==> src/rtl/matriz_pkg.sv <==
// Shared defaults, types and helpers for the row-multiplexed LED matrix scanner.
package matriz_pkg;

    localparam int unsigned DEF_ROWS  = 8;
    localparam int unsigned DEF_COLS  = 8;
    localparam int unsigned DEF_LANES = 4;
    localparam int unsigned DEF_COLW  = 3;
    localparam int unsigned MAX_ROWS  = 64;

    // Lane 0 -> column 0, lane 1 -> 1, lane 2 -> 6, lane 3 -> 7.
    localparam logic [DEF_LANES*DEF_COLW-1:0] DEF_LANE_COLS = {3'd7, 3'd6, 3'd1, 3'd0};

    typedef logic [DEF_ROWS-1:0][DEF_COLS-1:0] frame_t;

    function automatic logic [MAX_ROWS-1:0] onehot_row(input int unsigned idx);
        return MAX_ROWS'(1) << idx;
    endfunction

    function automatic int unsigned lane_bit(input int unsigned lane, input int unsigned row,
                                             input int unsigned rows);
        return lane * rows + row;
    endfunction

endpackage

==> src/rtl/matriz_prescaler.sv <==
// Free-running divide-by-DIV counter; tick_o is high on the last count of every period.
module matriz_prescaler #(
    parameter int unsigned DIV = 50000
) (
    input  logic clk_i,
    input  logic rst_ni,
    output logic tick_o
);

    localparam int unsigned CW = (DIV > 1) ? $clog2(DIV) : 1;

    logic [CW-1:0] cnt_q, cnt_d;

    always_comb begin
        tick_o = (cnt_q == CW'(DIV - 1));
        cnt_d  = tick_o ? '0 : cnt_q + 1'b1;
    end

    always_ff @(posedge clk_i or negedge rst_ni) begin
        if (!rst_ni) begin
            cnt_q <= '0;
        end else begin
            cnt_q <= cnt_d;
        end
    end

endmodule

==> src/rtl/matriz_scan.sv <==
// Lane-to-column frame composer with double buffer and row-multiplexed matrix drive.
// Optional row blanking against ghosting is enabled by defining MATRIZ_SCAN_BLANK_EN.
module matriz_scan
    import matriz_pkg::*;
#(
    parameter int unsigned             ROWS      = DEF_ROWS,
    parameter int unsigned             COLS      = DEF_COLS,
    parameter int unsigned             LANES     = DEF_LANES,
    parameter int unsigned             COLW      = DEF_COLW,
    parameter logic [LANES*COLW-1:0]   LANE_COLS = DEF_LANE_COLS,
    parameter int unsigned             DIV       = 50000
) (
    input  logic                  MatrizScan_CLOCK_50,
    input  logic                  MatrizScan_RESET_InLow,
    input  logic [LANES*ROWS-1:0] MatrizScan_Lane_In,
    input  logic                  MatrizScan_Load_In,
    input  logic                  MatrizScan_Clear_In,
    output logic                  MatrizScan_Ready_Out,
    output logic [ROWS-1:0]       MatrizScan_Row_Out,
    output logic [COLS-1:0]       MatrizScan_Col_Out,
    output logic                  MatrizScan_FrameDone_Out
);

    localparam int unsigned RW = (ROWS > 1) ? $clog2(ROWS) : 1;

    typedef logic [ROWS-1:0][COLS-1:0] scan_frame_t;

    logic            tick;
    logic            last_row;
    logic            load_ok;
    logic [RW-1:0]   row_idx_q, row_idx_d;
    logic            pending_q, pending_d;
    scan_frame_t     front_q, front_d;
    scan_frame_t     back_q, back_d;
    scan_frame_t     composed;
    logic [ROWS-1:0] row_q, row_d;
    logic [COLS-1:0] col_q, col_d;
    logic            done_q, done_d;

    matriz_prescaler #(
        .DIV (DIV)
    ) u_prescaler (
        .clk_i  (MatrizScan_CLOCK_50),
        .rst_ni (MatrizScan_RESET_InLow),
        .tick_o (tick)
    );

    for (genvar l = 0; l < LANES; l++) begin : g_cfg_check
        if (32'(LANE_COLS[l*COLW +: COLW]) >= COLS) begin : g_bad_col
            $error("matriz_scan: lane %0d mapped to column outside the matrix", l);
        end
    end

    // Out-of-range lane columns never match any c, so such lanes drop out naturally.
    always_comb begin
        composed = '0;
        for (int r = 0; r < ROWS; r++) begin
            for (int l = 0; l < LANES; l++) begin
                for (int c = 0; c < COLS; c++) begin
                    if (LANE_COLS[l*COLW +: COLW] == COLW'(c)) begin
                        composed[r][c] = composed[r][c] |
                                         MatrizScan_Lane_In[lane_bit(l, r, ROWS)];
                    end
                end
            end
        end
    end

    always_comb begin
        last_row  = (row_idx_q == RW'(ROWS - 1));
        load_ok   = MatrizScan_Load_In && !pending_q;
        row_idx_d = row_idx_q;
        row_d     = row_q;
        col_d     = col_q;
        done_d    = 1'b0;
        front_d   = front_q;
        back_d    = back_q;
        pending_d = pending_q;

        if (tick) begin
            row_d     = ROWS'(onehot_row(32'(row_idx_q)));
            col_d     = front_q[row_idx_q];
            row_idx_d = last_row ? '0 : row_idx_q + 1'b1;
            done_d    = last_row;
        end

        if (MatrizScan_Clear_In) begin
            front_d   = '0;
            back_d    = '0;
            pending_d = 1'b0;
        end else if (tick && last_row && pending_q) begin
            front_d   = back_q;
            pending_d = 1'b0;
        end else if (load_ok) begin
            back_d    = composed;
            pending_d = 1'b1;
        end
    end

    always_ff @(posedge MatrizScan_CLOCK_50 or negedge MatrizScan_RESET_InLow) begin
        if (!MatrizScan_RESET_InLow) begin
            row_idx_q <= '0;
            pending_q <= 1'b0;
            front_q   <= '0;
            back_q    <= '0;
            row_q     <= '0;
            col_q     <= '0;
            done_q    <= 1'b0;
        end else begin
            row_idx_q <= row_idx_d;
            pending_q <= pending_d;
            front_q   <= front_d;
            back_q    <= back_d;
            row_q     <= row_d;
            col_q     <= col_d;
            done_q    <= done_d;
        end
    end

    assign MatrizScan_Ready_Out     = ~pending_q;
    assign MatrizScan_FrameDone_Out = done_q;

`ifdef MATRIZ_SCAN_BLANK_EN
    localparam int unsigned BLANK = (DIV / 8 > 0) ? DIV / 8 : 1;
    localparam int unsigned BW    = $clog2(BLANK + 1);

    logic [BW-1:0] blank_q, blank_d;

    // Reloaded on every tick; outputs stay dark while the count is non-zero.
    always_comb begin
        blank_d = blank_q;
        if (tick) begin
            blank_d = BW'(BLANK);
        end else if (blank_q != '0) begin
            blank_d = blank_q - 1'b1;
        end
    end

    always_ff @(posedge MatrizScan_CLOCK_50 or negedge MatrizScan_RESET_InLow) begin
        if (!MatrizScan_RESET_InLow) begin
            blank_q <= '0;
        end else begin
            blank_q <= blank_d;
        end
    end

    assign MatrizScan_Row_Out = (blank_q != '0) ? '0 : row_q;
    assign MatrizScan_Col_Out = (blank_q != '0) ? '0 : col_q;
`else
    assign MatrizScan_Row_Out = row_q;
    assign MatrizScan_Col_Out = col_q;
`endif

endmodule
==> config.mk <==
export PLATFORM = sky130hd
export DESIGN_NAME = matriz_scan
export DESIGN_NICKNAME = d
export VERILOG_FILES = /design/src/rtl/matriz_pkg.sv /design/src/rtl/matriz_prescaler.sv /design/src/rtl/matriz_scan.sv
export SDC_FILE = /design/constraint.sdc
export NUM_CORES = 1
export LEC_CHECK = 0
export ABC_AREA = 1
export CAP_MARGIN = 5
export CORE_MARGIN = 3
export CORE_UTILIZATION = 25
export DETAILED_ROUTE_END_ITERATION = 16
export PLACE_DENSITY_LB_ADDON = 0.25
export SYNTH_ARGS = -nofsm -noshare
export SYNTH_HDL_FRONTEND = slang
export SYNTH_SLANG_ARGS = --single-unit
==> constraint.sdc <==
create_clock -name MatrizScan_CLOCK_50 -period 2.3 [get_ports MatrizScan_CLOCK_50]
set_clock_uncertainty 0.2 [all_clocks]
set_input_delay 0.46 -clock MatrizScan_CLOCK_50 [delete_from_list [all_inputs] [get_ports MatrizScan_CLOCK_50]]
set_output_delay 0.46 -clock MatrizScan_CLOCK_50 [all_outputs]
set_load 0.02 [all_outputs]
### After elaboration in Yosys (flattened, before gate mapping)

Index checks and enable logic that the tools add are counted.

| operators by class | value |
|---|---|
| add/subtract/negate cells | 2 |
| order comparisons | 1 |
| equal/unequal tests | 3 |
| shift operators | 1 |
| mux-type cells | 13 |
| bitwise logic cells | 1 |
| reductions and logical operators | 8 |

Operators by type and width:

| cell | number |
|---|---|
| $mux 64 | 5 |
| $bmux 8 s3 | 1 |
| $add 16x1->16 const B | 1 |
| $eq 16x16->1 const B | 1 |
| $mux 16 | 1 |
| $mux 8 | 1 |
| $shl 1x3->8 const A | 1 |
| $lt 3x4->1 const B | 1 |
| $mux 1 | 4 |
| $reduce_bool 2->1 | 2 |
| $add 3x1->3 const B | 1 |
| $eq 3x3->1 const B | 1 |
| $logic_and 1x1->1 | 3 |
| $mux 3 | 1 |
| $reduce_bool 3->1 | 1 |
| $ne 2x2->1 const B | 1 |
| $reduce_and 2->1 | 1 |
| $logic_not 1->1 | 1 |
| $not 1->1 | 1 |

| storage, ports and cells | value |
|---|---|
| bits in registers | 165 |
| output and inout port bits | 18 |
| logic and storage cells | 51 |

### Longest topological paths before layout

| depth | value |
|---|---|
| word-level depth | 5 |
| gate-level depth with buffers | 9 |

### Modules after synthesis

Synthesis repeated with hierarchy kept, for this count alone.

| unflattened totals | value |
|---|---|
| cell total of the unflattened synthesis | 554 |
| area total of the unflattened synthesis | 4528.1 µm² |

Modules (own cells, without submodules):

| module | times used | cells each | area each (µm²) | seq. area each (µm²) |
|---|---|---|---|---|
| matriz_scan | 1 | 433 | 3651.0 | 2026.9 |
| matriz_prescaler | 1 | 121 | 877.1 | 400.4 |

### Least setup slack after synthesis

No wires, ideal clock.

| path | value |
|---|---|
| kind | register to register |
| from | register u_prescaler.cnt_q[0] |
| to | register front_q[23] (netlist name) |
| library setup time | 0.117 ns |
| arrival time | 1.295 ns |
| slack | 0.688 ns |
| cell stages (with the launch flop) | 8 |
| buffers on the path | 1 |
| period minus slack after synthesis | 1.612 ns |
| cell sequence | dfrtp_1 ha_1 nand3_2 nor2_4 nand4_2 buf_2 nand3_1 nand2_1 |

| between the ends | value |
|---|---|
| longest elaborated chain between the ends | 4 |

RTL lines:

| item | RTL line | RTL |
|---|---|---|
| start, declared | matriz_prescaler.sv:12 | `logic [CW-1:0] cnt_q, cnt_d;` |
| start signal, assigned | matriz_prescaler.sv:23 | `cnt_q <= cnt_d;` |
| $eq 16x16->1 | matriz_prescaler.sv:15 | `tick_o = (cnt_q == CW'(DIV - 1));` |
| $logic_and 1x1->1 (2 in a row) | matriz_scan.sv:91 | `end else if (tick && last_row && pending_q) begin` |
| $reduce_bool 2->1 (no source line) | n/a |  |
| end signal, assigned | matriz_scan.sv:112 | `front_q <= front_d;` |
| end, declared | matriz_scan.sv:33 | `scan_frame_t front_q, front_d;` |

No other way between the ends.
A chain may end at the register's enable or synchronous reset.

### Worst setup path in the final report

| path | value |
|---|---|
| from | register pending_q |
| to | output port MatrizScan_Ready_Out |

| between the ends | value |
|---|---|
| longest elaborated chain between the ends | 1 |

RTL lines:

| item | RTL line | RTL |
|---|---|---|
| start, declared | matriz_scan.sv:32 | `logic pending_q, pending_d;` |
| start signal, assigned | matriz_scan.sv:111 | `pending_q <= pending_d;` |
| $not 1->1 | matriz_scan.sv:120 | `assign MatrizScan_Ready_Out = ~pending_q;` |
| end, declared | matriz_scan.sv:18 | `output logic MatrizScan_Ready_Out,` |

No other way between the ends.

==> key figures <==
Route
  • Total wire length: just over 10000 um
  • 1st-pass router iterations: 4
  • Starting DRT DRC Count: approximately 160
  • Via count: between 3000 and 4000
  • Post-DR wirelength/cell: about 12 um
  • Vias per cell: roughly 4.3
  • Antenna-violating nets left: 0
  • DRC viols: 0

Timing
  • Slew Viols, Final: 0
  • Final Cycle Share: around 95%
  • Final hold viol count: 0
  • Min Tclk post-route: around 2200 ps
  • Smallest hold slack: around 290 ps
  • RSZ-0062 raised after global routing: false
  • Setup_tns: 0 ps
  • Final setup viols: 0
  • Max frequency: about 0.46 GHz

Clocking
  • Root Driver: clkbuf_16
  • CTS tree: built
  • CTS sink count: 97
  • Post-CTS setup buffer count: 0
  • Max Root-Sink Buffers: 2
  • Clk_lat worst skew: between 300 and 400 ps
  • H-tree Lvls: 3
  • Clk slew on worst S/H paths: 60 ps
  • TritonCTS Buffers: 9

Global routing
  • Global-route wire length before repair: between 15000 and 20000 um
  • Gr busiest metal: met2
  • M2 GR Usage: between 10% and 20%
  • Initial antenna violation count: 0
  • Met3 usage: around 3.3%
  • GR met1 Demand/Resource: around 15%
  • Largest net degree at the start of global routing: 56
  • Vias in the first global route: roughly 3700
  • Gr ovfl total: 0
  • GRT Util Overall: 11.1%

Logic synthesis
  • Post-Syn Instances: 550
  • Synthesized flop and latch total: just under 100
  • Synth Cell Area: 0.00462 mm^2
  • YS warnings: 0
  • Syn_area_per_cell: 8.40 um^2
  • Seq/Total Area, Yosys: roughly 53%
  • Netlist cell types: 31

Die
  • Core ar.: 0.0181 mm^2
  • Die area: a little over 0.02 mm^2
  • Initial core utilization: roughly 26%
  • Row cnt: 49
  • Die Wd: about 140 um
  • Die height: approximately 140 um
  • # IOs: 54

Flow run
  • Max cap viols: 0

Place
  • # port buffers: 49
  • Placed cells: a little over 800
  • Global placement routability congestion: roughly 0.82
  • DP Wirelength: around 7400 um

Finish
  • Most frequent cells in the layout: nand2_1 (110), dfrtp_1 (97), nor2_1 (79)
  • Antenna cell count: 0
  • Share of layout cells above drive strength 1: under 10%
  • Final cell count without fillers: 831
  • NumNets Final: between 600 and 700
  • Synth-to-layout area growth: 24.0%
  • Commonest non-fill, non-tap cell in the layout: nand2_1

Worst setup path
  • Critical Setup Path Class: reg -> out
  • Critical path startpoint category: flip-flop
  • Required time worst endpoint: ~1600 ps
  • Critical Path End Type: primary output
  • Crit path max fanout: 4
  • Arrival time worst endpoint: around 1500 ps

Min path
  • Min-delay worst type: reg -> reg

Power
  • PD cells: around 650 mW/mm^2
  • Max VDD drop: ~0.37 mV
  • Leakage power: 2.95 nW

Status
  • Status: finished clean
## cell families after synthesis
family                     after synthesis  synth area share [%]
other                                    1                0.0811
adders and majority gates                7                  1.89
and+or+nand+nor                        252                  23.5
xor gates and xnor gates                 7                  1.33
buffers and inverters                  114                  10.6
DFF                                     97                  52.5
AOI/OAI and AO/OA                       72                  10.1
## where the power goes
part,total [W],switching (W),internal [W]
Clock,0.00173,0.000646,0.00109
Sequential,0.00175,0.0000116,0.00174
Combinational,0.000227,0.000128,0.0000992
## layout make-up
class / count / area (um^2)
fill: 1904 / 12400
clock buffer: 10 / 239
tap: 229 / 287
sequential: 97 / 2430
multi-input combinational: 342 / 1720
clock inverter: 6 / 105
inverter: 83 / 312
timing repair buffer: 64 / 641
## worst paths after layout
check	slack (ps)	cells after the start	end	startpoint
setup / recovery	110	2	MatrizScan_Ready_Out	pending_q
hold / removal	290	2	MatrizScan_Row_Out[3]	MatrizScan_Row_Out[3]
setup reg to reg	350	7	front_q[54]	u_prescaler.cnt_q[0]
hold reg to reg	290	2	MatrizScan_Row_Out[3]	MatrizScan_Row_Out[3]
max in group asynchronous	970	3	front_q[54]	MatrizScan_RESET_InLow
min in group asynchronous	300	2	u_prescaler.cnt_q[15]	MatrizScan_RESET_InLow
## per-stage QoR
stage	util, %	power [W]	worst slack [ps]	cell area [um^2]
floorplan	-	0.00188	688	4630
global placement	29.7	0.00201	195	5380
detailed placement	29.7	0.00202	185	5380
CTS	31.7	0.00378	80.1	5730
global route	31.7	0.00386	56.7	5730
finish	31.7	0.00371	113	5730
## critical path, stage by stage, from the launching register on
cell and delay (ps):
dfrtp_1 410, inv_2 140, clkdlybuf4s50_1 630
## state kept, by name (all words and copies together), names as in the netlist
register                  flops
MatrizScan_Col_Out            4
MatrizScan_FrameDone_Out      1
MatrizScan_Row_Out            8
back_q                       32
front_q                      32
pending_q                     1
row_idx_q                     3
u_prescaler.cnt_q            16
## synthesized netlist by cell type (all sizes together)
| library cell | number | area share, % |
|---|---|---|
| conb | 1 | 0.081 |
| xor2 | 5 | 0.95 |
| clkbuf | 7 | 0.57 |
| buf | 24 | 3.3 |
| a21oi | 5 | 0.54 |
| o21a | 1 | 0.16 |
| or2 | 1 | 0.14 |
| o211ai | 8 | 1.3 |
| nor3 | 5 | 0.54 |
| o21ai | 26 | 2.8 |
| nand2 | 111 | 9.1 |
| dfrtp | 97 | 53 |
| a22oi | 29 | 4.7 |
| inv | 79 | 6.4 |
| nor2 | 83 | 7.4 |
| a22o | 3 | 0.57 |
| nand4 | 3 | 0.54 |
| ha | 7 | 1.9 |
| xnor2 | 2 | 0.38 |
| clkinv | 4 | 0.32 |
| nand3 | 49 | 5.8 |
## what timing repair did
item	in CTS	in global routing
gates resized for setup	0	0
hold endpoints to repair	13	0
hold buffers	1	0
## layer usage
metal,vias to the layer above,share of wire [%]
met3,10,3.4
met1,1668,48
li1,1821,-
met5,-,0
met4,0,1.5
met2,50,47
No activity file was read; power rests on OpenSTA's default activity.
